## src/rtl/fdl_pkg.sv

```systemverilog
// Shared types and helpers for the fine delay line controller.
package fdl_pkg;

  typedef enum logic [1:0] {IDLE, ACQ, LOCKED} ctrl_state_e;
  typedef enum logic {DIR_DN, DIR_UP} dir_e;

  // Widest thermometer therm_encode can build; callers keep the low N bits.
  localparam int unsigned THERM_MAX = 256;

  function automatic logic [THERM_MAX-1:0] therm_encode(input int unsigned code,
                                                        input int unsigned n);
    logic [THERM_MAX-1:0] t;
    t = '0;
    for (int unsigned k = 0; k < THERM_MAX; k++) begin
      if (k < n && k < code) t[k] = 1'b1;
    end
    return t;
  endfunction

endpackage

```

## src/rtl/fdl_vote_filter.sv

```systemverilog
// Bang-bang vote integrator: decodes PD votes into a signed accumulator and
// emits a single-cycle step request when the net count reaches +/-th.
module fdl_vote_filter #(
  parameter int AW = 5
) (
  input  logic          clk_in,
  input  logic          rst_n,
  input  logic          active,
  input  logic          pd_valid,
  input  logic          pd_up,
  input  logic          pd_dn,
  input  logic [AW-1:0] th,
  output logic          step_up,
  output logic          step_dn
);

  logic signed [AW-1:0] acc;
  logic signed [AW-1:0] vote;
  logic signed [AW-1:0] acc_next;
  logic signed [AW-1:0] th_s;

  always_comb begin
    vote = '0;
    if (pd_valid && pd_up && !pd_dn) vote = AW'(1);
    else if (pd_valid && pd_dn && !pd_up) vote = '1;
    th_s     = $signed(th);
    acc_next = acc + vote;
    step_up  = active && (acc_next >= th_s);
    step_dn  = active && (acc_next <= -th_s);
  end

  // Inactive covers IDLE, en low and force_load: the accumulator restarts at 0.
  always_ff @(posedge clk_in) begin
    if (!rst_n) begin
      acc <= '0;
    end else if (!active || step_up || step_dn) begin
      acc <= '0;
    end else begin
      acc <= acc_next;
    end
  end

endmodule

```

## src/rtl/fdl_ctrl.sv

```systemverilog
// Fine delay line controller: filtered single-stage thermometer stepping with
// complementary T/Tb drive, saturation carry/borrow and reversal-based lock.
module fdl_ctrl
  import fdl_pkg::*;
#(
  parameter  int N_STAGE      = 8,
  parameter  int FILT_TH      = 4,
  parameter  int FILT_TH_LOCK = 8,
  parameter  int LOCK_REV     = 4,
  localparam int CW           = $clog2(N_STAGE + 1)
) (
  input  logic               clk_in,
  input  logic               rst_n,
  input  logic               en,
  input  logic               pd_valid,
  input  logic               pd_up,
  input  logic               pd_dn,
  input  logic               force_load,
  input  logic [CW-1:0]      force_code,
  output logic [N_STAGE-1:0] T,
  output logic [N_STAGE-1:0] Tb,
  output logic [CW-1:0]      code,
  output logic               locked,
  output logic               sat_hi,
  output logic               sat_lo,
  output logic               carry_req,
  output logic               borrow_req
);

  localparam int AW = $clog2(FILT_TH_LOCK) + 2;
  localparam int RW = $clog2(LOCK_REV + 1);
  localparam logic [CW-1:0] CODE_MAX = CW'(N_STAGE);
  localparam logic [CW-1:0] CODE_MID = CW'(N_STAGE / 2);
  localparam logic [RW-1:0] REV_MAX  = RW'(LOCK_REV);
  localparam logic [THERM_MAX-1:0] MID_THERM = therm_encode(N_STAGE / 2, N_STAGE);

  ctrl_state_e state, state_next;
  dir_e        last_dir, dir_next, step_dir;
  logic [CW-1:0] code_q, code_next;
  logic [RW-1:0] rev_cnt, rev_next;
  logic          carry_next, borrow_next;
  logic          active, step_up, step_dn, step, hit_hi, hit_lo;
  logic [AW-1:0] th;
  logic [THERM_MAX-1:0] therm_full;
  logic [N_STAGE-1:0]   t_next;
  logic                 therm_unused;

  assign active = en && !force_load && (state != IDLE);
  assign th     = (state == LOCKED) ? AW'(FILT_TH_LOCK) : AW'(FILT_TH);

  fdl_vote_filter #(.AW(AW)) u_filter (
    .clk_in   (clk_in),
    .rst_n    (rst_n),
    .active   (active),
    .pd_valid (pd_valid),
    .pd_up    (pd_up),
    .pd_dn    (pd_dn),
    .th       (th),
    .step_up  (step_up),
    .step_dn  (step_dn)
  );

  assign step     = step_up || step_dn;
  assign step_dir = step_up ? DIR_UP : DIR_DN;
  assign hit_hi   = step_up && (code_q == CODE_MAX);
  assign hit_lo   = step_dn && (code_q == '0);

  always_comb begin
    state_next  = state;
    code_next   = code_q;
    rev_next    = rev_cnt;
    dir_next    = last_dir;
    carry_next  = 1'b0;
    borrow_next = 1'b0;
    if (force_load) begin
      code_next  = (force_code > CODE_MAX) ? CODE_MAX : force_code;
      rev_next   = '0;
      state_next = en ? ACQ : IDLE;
    end else if (!en) begin
      rev_next   = '0;
      state_next = IDLE;
    end else begin
      unique case (state)
        IDLE: state_next = ACQ;
        ACQ, LOCKED: begin
          if (step) begin
            dir_next    = step_dir;
            carry_next  = hit_hi;
            borrow_next = hit_lo;
            if (step_up && !hit_hi) code_next = code_q + 1'b1;
            if (step_dn && !hit_lo) code_next = code_q - 1'b1;
            if (step_dir == last_dir) rev_next = '0;
            else if (rev_cnt != REV_MAX) rev_next = rev_cnt + 1'b1;
            if (state == ACQ) begin
              if (rev_next == REV_MAX) state_next = LOCKED;
            end else if (step_dir == last_dir || hit_hi || hit_lo) begin
              state_next = ACQ;
              rev_next   = '0;
            end
          end
        end
      endcase
    end
  end

  // T/Tb are registered from the next code so the cell drive never sees decode glitches.
  assign therm_full   = therm_encode(32'(code_next), N_STAGE);
  assign t_next       = therm_full[N_STAGE-1:0];
  assign therm_unused = ^therm_full;

  always_ff @(posedge clk_in) begin
    if (!rst_n) begin
      state      <= IDLE;
      code_q     <= CODE_MID;
      rev_cnt    <= '0;
      last_dir   <= DIR_UP;
      carry_req  <= 1'b0;
      borrow_req <= 1'b0;
      T          <= MID_THERM[N_STAGE-1:0];
      Tb         <= ~MID_THERM[N_STAGE-1:0];
    end else begin
      state      <= state_next;
      code_q     <= code_next;
      rev_cnt    <= rev_next;
      last_dir   <= dir_next;
      carry_req  <= carry_next;
      borrow_req <= borrow_next;
      T          <= t_next;
      Tb         <= ~t_next;
    end
  end

  assign code   = code_q;
  assign locked = (state == LOCKED);
  assign sat_hi = (code_q == CODE_MAX);
  assign sat_lo = (code_q == '0);

endmodule

```

## config.mk

```make
export PLATFORM = sky130hd
export DESIGN_NAME = fdl_ctrl
export DESIGN_NICKNAME = d
export VERILOG_FILES = /design/src/rtl/fdl_pkg.sv /design/src/rtl/fdl_vote_filter.sv /design/src/rtl/fdl_ctrl.sv
export SDC_FILE = /design/constraint.sdc
export NUM_CORES = 1
export LEC_CHECK = 0
export BUFFER_PORTS_ARGS = -buffer_cell sky130_fd_sc_hd__buf_2
export CORE_ASPECT_RATIO = 1.2
export CORE_MARGIN = 2
export CORE_UTILIZATION = 59
export CTS_CLUSTER_SIZE = 20
export DETAILED_ROUTE_END_ITERATION = 8
export PLACE_DENSITY = 0.84
export RECOVER_POWER = 100
export SLEW_MARGIN = 20
export SYNTH_ARGS = -nofsm -noshare
export SYNTH_HDL_FRONTEND = slang
export SYNTH_SLANG_ARGS = --single-unit
```

## constraint.sdc

```tcl
create_clock -name clk_in -period 8 [get_ports clk_in]
set_input_delay 0.4 -clock clk_in [delete_from_list [all_inputs] [get_ports clk_in]]
set_output_delay 0.4 -clock clk_in [all_outputs]
set_load 0.005 [all_outputs]
```

==> results.py, run 1 <==
metrics = {
    "detailed_routing": {
        "drc_errors": 0,
        "drt_pre_antenna_iters": 4,
        "vias_per_cell": 5.879,
        "ant_nets": 0,
        "drt_iter0_markers": 47,
        "wire_per_inst_um": 14.33,
        "wl_um": 4041,
        "vias": 1658,
    },
    "min_path": {
        "hp-class": "in2reg",
        "hold_depth": 3,
    },
    "global_route": {
        "antenna_found_initial": 0,
        "track_usage_pct": 25.93,
        "grt_pass1_vias": 1589,
        "grt_overflow": 0,
        "grt_pass1_wl_um": 6727,
        "grt_max_degree": 16,
    },
    "timing": {
        "fin_hold_ws_ns": 0.3688,
        "hold_violations": 0,
        "period_minus_slack_ns": 4.198,
        "clock_skew_ns": 0.009173,
        "fmax_mhz": 238.2,
        "final.period_utilization_pct": 52.48,
        "tightest_slew_ns": 0.8731,
        "setup_viol": 0,
        "fin_tns_setup_ns": 0,
        "rsz0062_at_grt": "no",
        "max_slew_margin_pct": 41.06,
        "drv_slew": 0,
    },
    "critical_path": {
        "crit_arrival_ns": 4.44,
        "critical_path_required_ns": 8.24,
        "cpMaxStageDelayCell": "nor3_1",
        "cp_slowest_stage_delay_ns": 0.62,
        "cp_top_family": "compound AO/OA/AOI/OAI gates",
        "critPathBufInv": 2,
        "cp.depth": 16,
        "critPathKind": "in2reg",
        "startpoint_type": "input pin",
        "r2r_slack_ns": 4.03,
        "path_cells": "clkbuf_1 -> xor2_1 -> and2_0 -> ha_1 -> inv_1 -> fa_1 -> xor2_1 -> ha_1 -> nand2_1 -> o22ai_1 -> nor3_1 -> mux2i_1 -> o2111a_1 -> a221oi_1 -> a22oi_1 -> o21a_1",
        "worstSetupEndpointType": "register",
        "critPathMaxFanout": 8,
        "reg2reg_depth": 13,
    },
    "finish": {
        "drive_gt1_share_pct": 18.29,
        "utilization_pct": 68.35,
        "antennaDiodeCount": 0,
        "syn_to_final_growth_pct": 11.53,
        "finalNetCount": 272,
        "final.fill_count": 277,
        "layout_commonest_cell": "dfxtp_1",
        "layout_common_cells": "dfxtp_1, buf_2, inv_1, nand2_1, nor2_1",
        "fin_area_mm2": 0.002069,
    },
    "floorplanning": {
        "dieArea_mm2": 0.003611,
        "rows": 22,
        "initial_core_util_pct": 61.28,
        "dieWidth_um": 55.20,
        "ios": 36,
        "fp.dieH_um": 65.43,
        "core_area_mm2": 0.003028,
    },
    "clock_network": {
        "tritoncts": "done",
        "clk_latency_ns": 0.34,
        "ctsResizeCount": 0,
        "post-cts-setup-buffers": 0,
        "clock_path_buffers": 2,
        "cts.sinks": 32,
        "cts_buffers": 5,
        "htreeDepth": 2,
        "cts-root-buf": "clkbuf_4",
        "path_clk_slew_ns": 0.10,
        "hold_buffers": 0,
    },
    "logic_synthesis": {
        "yosys_warnings": 0,
        "ys_seq_area_share_pct": 34.52,
        "syn_area_mm2": 0.001856,
        "synth.avg_cell_area_um2": 8.964,
        "synth-async-reset-ratio_pct": 0,
        "ys_seq_elements": 32,
        "synth_cell_types": 59,
        "syn-instance-count": 207,
        "synth_edf_count": 0,
        "ys.flop_type": "dfxtp_1",
        "syn_nets": 234,
    },
    "pwr": {
        "p_comb_share_pct": 15.7,
        "pwr-share-seq_pct": 55.1,
        "p_sw_share_pct": 28.98,
        "power.total_uw": 309.9,
        "powerDensity_mw_per_mm2": 149.7,
        "internal-power_uw": 220.1,
        "p_clk_share_pct": 29.2,
        "ir_worst_vdd_v": 0.0001227,
        "power_leakage_uw": 0.0009085,
        "power_switching_uw": 89.79,
    },
    "status": {
        "status": "finished clean",
    },
    "flow_run": {
        "drv_cap": 0,
    },
    "place": {
        "dp_hpwl_um": 3180,
        "gp_congestion": 0.8515,
        "portBuffers": 35,
        "placed_cell_area_mm2": 0.002052,
    },
}
-- layout make-up --
type	instances	area (µm²)	area share, %
Sequential cell	32	640.6	30.96
Timing Repair Buffer	35	163.9	7.920
Clock inverter	3	18.77	0.9069
Multi-Input combinational cell	146	1070	51.69
Tap cell	36	45.04	2.177
Inverter	25	93.84	4.534
Clock buffer	5	37.54	1.814
-- power groups by stage --
stage | combinational, µW | clock, µW | sequential (µW)
finish | 48.6 | 90.4 | 171
global route | 54.5 | 99.6 | 172
floorplan | 32.4 | 0 | 175
detailed placement | 50.6 | 0 | 174
CTS | 51.0 | 92.6 | 171
global placement | 49.6 | 0 | 174
-- worst register-to-register path, delay by kind of cell (launching register included) --
kind	cells	cell delay, ns
simple gates	2	0.70
flops	1	0.33
xor+xnor	1	0.26
mux	1	0.36
fa+ha+maj	3	0.84
compound gates	5	1.34
buf+inv	1	0.05
-- synthesized netlist by cell type, drive strengths merged, types with 3 or more instances --
| master | number | share of area, % |
|---|---|---|
| o211ai | 3 | 1.2 |
| nor3 | 6 | 2.5 |
| nand2 | 19 | 3.8 |
| a211oi | 3 | 1.2 |
| nor4 | 3 | 1.0 |
| nand3b | 3 | 1.9 |
| o21a | 3 | 1.2 |
| nor2b | 3 | 1.0 |
| o21ai | 5 | 1.6 |
| mux2i | 3 | 1.6 |
| inv | 25 | 5.1 |
| and3 | 4 | 1.4 |
| nor2 | 16 | 3.2 |
| a31oi | 5 | 1.7 |
| xnor2 | 3 | 2.8 |
| dfxtp | 32 | 35 |
| ha | 15 | 10 |
| a21oi | 7 | 2.5 |
| nand3 | 8 | 2.2 |
| and2 | 5 | 1.7 |
-- final timing paths --
| path | start | endpoint |
|---|---|---|
| worst max-delay path | pd_dn | Tb[4]$_SDFF_PN1_ |
| worst max register to register | u_filter.acc[0]$_SDFF_PP0_ | Tb[4]$_SDFF_PN1_ |
| worst min register to register | state[1]$_SDFFE_PN0P_ | state[1]$_SDFFE_PN0P_ |
| worst min-delay path | en | state[0]$_SDFFE_PN0P_ |
-- cell families (layout without fill, tap and decap cells) --
group           after synthesis  in the layout  share of synthesized area (%)
simple gates                 77             77                          22.86
compound gates               43             43                          18.48
flops                        32             32                          34.52
buf+inv                      29             68                          6.338
fa+ha+maj                    16             16                          11.19
xor+xnor                      5              5                          3.777
mux                           5              5                          2.832
-- flip-flops by register name, indices dropped and copies added (netlist names) --
signal and flops:
code 3, state 2, carry_req 1, rev_cnt 3, borrow_req 1, last_dir 1
Tb 8, T 8, u_filter.acc 5
-- metal layers --
metal / global-route usage (%) / share of wire [%] / vias up
met5: 0 / 0 / -
met4: 12.20 / 2.3 / 0
met3: 6.818 / 7.0 / 11
met2: 42.86 / 51 / 67
met1: 30.19 / 40 / 770
li1: - / - / 810
-- stage by stage --
| stage | instances | worst slack, ns |
|---|---|---|
| global placement | 274 | 4.035 |
| CTS | 282 | 4.246 |
| finish | 282 | 3.802 |
| detailed placement | 274 | 3.915 |
| global route | 282 | 3.308 |
| floorplan | 207 | 4.291 |
(Power assumes the default switching activity.)
==> run 2: changes to the inputs <==
CORE_UTILIZATION = 49   (was 59)
PLACE_DENSITY = 0.75   (was 0.84)
clock period = 3.6 ns   (was 8 ns; I/O delays follow)
==> results.py, run 2 (synthesized netlist as in run 1, its figures left out) <==
metrics = {
    "timing": {
        "setup_viol": 0,
        "rsz0062_at_grt": "no",
        "tightest_slew_ns": 0.4796,
        "period_minus_slack_ns": 3.411,
        "clock_skew_ns": 0.004842,
        "final.period_utilization_pct": 94.75,
        "hold_violations": 0,
        "max_slew_margin_pct": 67.96,
        "fmax_mhz": 293.2,
        "drv_slew": 0,
        "fin_ws_ns": 0.1891,
    },
    "clock_network": {
        "clock_path_buffers": 2,
        "clk_latency_ns": 0.28,
        "path_clk_slew_ns": 0.06,
        "cts.sinks": 32,
        "tritoncts": "done",
        "htreeDepth": 2,
        "cts_buffers": 5,
        "cts-root-buf": "clkbuf_8",
    },
    "critical_path": {
        "startpoint_type": "register",
        "path_common_cell": "ha_1",
        "cpMaxStageDelayCell": "fa_1",
        "r2r-end": "T[4]$_SDFF_PN0_",
        "crit_arrival_ns": 3.56,
        "critPathBufInv": 1,
        "path_cells": "ha_1 -> inv_1 -> fa_1 -> xor2_1 -> ha_1 -> and4b_1 -> o31a_2 -> and2_0 -> and3_2 -> a311o_1 -> a211o_1 -> a22oi_2 -> o21ai_1",
        "cp.depth": 13,
        "cp_top_family": "compound AO/OA/AOI/OAI gates",
        "r2r_slack_ns": 0.19,
        "timing.rr.start": "u_filter.acc[0]$_SDFF_PP0_",
        "reg2reg_depth": 13,
        "critical_path_required_ns": 3.75,
        "critPathKind": "reg2reg",
        "worstSetupEndpointType": "register",
        "cp_slowest_stage_delay_ns": 0.39,
        "critPathMaxFanout": 4,
    },
    "flow_run": {
        "drv_cap": 0,
    },
    "pwr": {
        "ir_worst_vdd_v": 0.0002130,
        "p_sw_share_pct": 26.37,
        "power.total_uw": 753.0,
        "powerDensity_mw_per_mm2": 337.2,
        "p_clk_share_pct": 33.5,
        "power_leakage_uw": 0.0009694,
        "internal-power_uw": 554.4,
        "p_comb_share_pct": 16.0,
        "power_switching_uw": 198.6,
        "pwr-share-seq_pct": 50.4,
    },
    "detailed_routing": {
        "drc_errors": 0,
        "vias_per_cell": 5.264,
        "ant_nets": 0,
        "vias": 1637,
        "drt_iter0_markers": 53,
        "wire_per_inst_um": 13.02,
        "top_layer": "met4",
        "wl_met3_um": 189,
        "wl_met1_um": 1707,
        "drt_pre_antenna_iters": 6,
        "wl_um": 4048,
        "wl_met2_um": 2071,
    },
    "min_path": {
        "hold_depth": 3,
        "hp-class": "in2reg",
        "hp-start": "en",
        "whs_endpoint": "state[0]$_SDFFE_PN0P_",
    },
    "floorplanning": {
        "ios": 36,
        "core_area_mm2": 0.003633,
        "dieWidth_um": 60.18,
        "initial_core_util_pct": 51.07,
        "fp.dieH_um": 71.41,
        "rows": 24,
        "dieArea_mm2": 0.004297,
    },
    "place": {
        "dp_cells": 303,
        "dp_slack_ns": -0.1418,
        "gp_congestion": 0.8529,
        "portBuffers": 35,
        "dp_hpwl_um": 3148,
        "placed_cell_area_mm2": 0.002170,
    },
    "finish": {
        "antennaDiodeCount": 0,
        "layout_commonest_cell": "dfxtp_1",
        "layout_common_cells": "dfxtp_1, inv_1, buf_2, nand2_1, nor2_1",
        "final.fill_count": 333,
        "multiInputGateArea_mm2": 0.001095,
        "area.sequential_um2": 640.6,
        "drive_gt1_share_pct": 22.39,
        "finalNetCount": 286,
        "syn_to_final_growth_pct": 20.36,
        "fin_area_mm2": 0.002233,
        "utilization_pct": 61.47,
        "top_regs": "T (8), Tb (8), u_filter.acc (5)",
        "final_cells": 311,
    },
    "global_route": {
        "antenna_found_initial": 0,
        "grt_pass1_wl_um": 6734,
        "grt_overflow": 0,
        "grt_max_degree": 15,
        "track_usage_pct": 20.74,
        "grt_pass1_vias": 1585,
    },
    "status": {
        "status": "finished clean",
    },
}
==> run 2: worst max-delay path by stage <==
stage	slack [ns]	end	start
6_report	0.19	T[4]$_SDFF_PN0_	u_filter.acc[0]$_SDFF_PP0_
5_1_grt	0.004	Tb[0]$_SDFF_PN0_	pd_dn
4_1_cts	0.12	T[4]$_SDFF_PN0_	u_filter.acc[0]$_SDFF_PP0_
3_5_place_dp	-0.14	T[4]$_SDFF_PN0_	pd_dn
3_3_place_gp	-0.03	T[4]$_SDFF_PN0_	pd_dn
2_1_floorplan	0.11	Tb[0]$_SDFF_PN0_	pd_up
==> run 2: layer usage <==
layer | track usage [%] | vias to the layer above
met1 | 25.37 | 751
met5 | 0 | -
met3 | 4.332 | 8
met2 | 34.90 | 43
met4 | 8.148 | 0
li1 | - | 835
==> run 2: power by group through the flow <==
stage / combinational, µW / sequential [µW] / clock [µW]
floorplan: 72.1 / 388 / 0
global placement: 120 / 387 / 0
detailed placement: 122 / 387 / 0
CTS: 122 / 379 / 259
global route: 135 / 381 / 272
finish: 121 / 380 / 253
==> run 2: layout make-up <==
cell class | instances | area share [%]
Multi-Input combinational cell | 146 | 49.02
Timing Repair Buffer | 49 | 11.71
Tap cell | 52 | 2.913
Clock buffer | 6 | 3.249
Inverter | 25 | 4.202
Clock inverter | 1 | 0.2241
Sequential cell | 32 | 28.68
==> run 2: what timing repair did <==
action                                  CTS  global route
setup buffers                             0             1
hold endpoints to repair                  0             0
gates resized for setup                   0             2
hold buffers                              0             0
endpoints found under the setup margin    0             7
==> run 2: worst register-to-register path, delay by kind of cell, from the launching register on <==
| kind | cells | cell delay, ns |
|---|---|---|
| AOI/OAI and AO/OA | 5 | 1.31 |
| xor gates and xnor gates | 1 | 0.19 |
| adders and majority gates | 3 | 0.82 |
| buffers and inverters | 1 | 0.05 |
| DFF | 1 | 0.31 |
| and+or+nand+nor | 3 | 0.59 |
==> run 2: through the flow <==
step	hold slack (ns)	setup TNS (ns)
floorplan	0.3129	0
global placement	0.4609	-0.06498
detailed placement	0.4702	-0.5214
CTS	0.2099	0
global route	0.2098	0
finish	0.2096	0
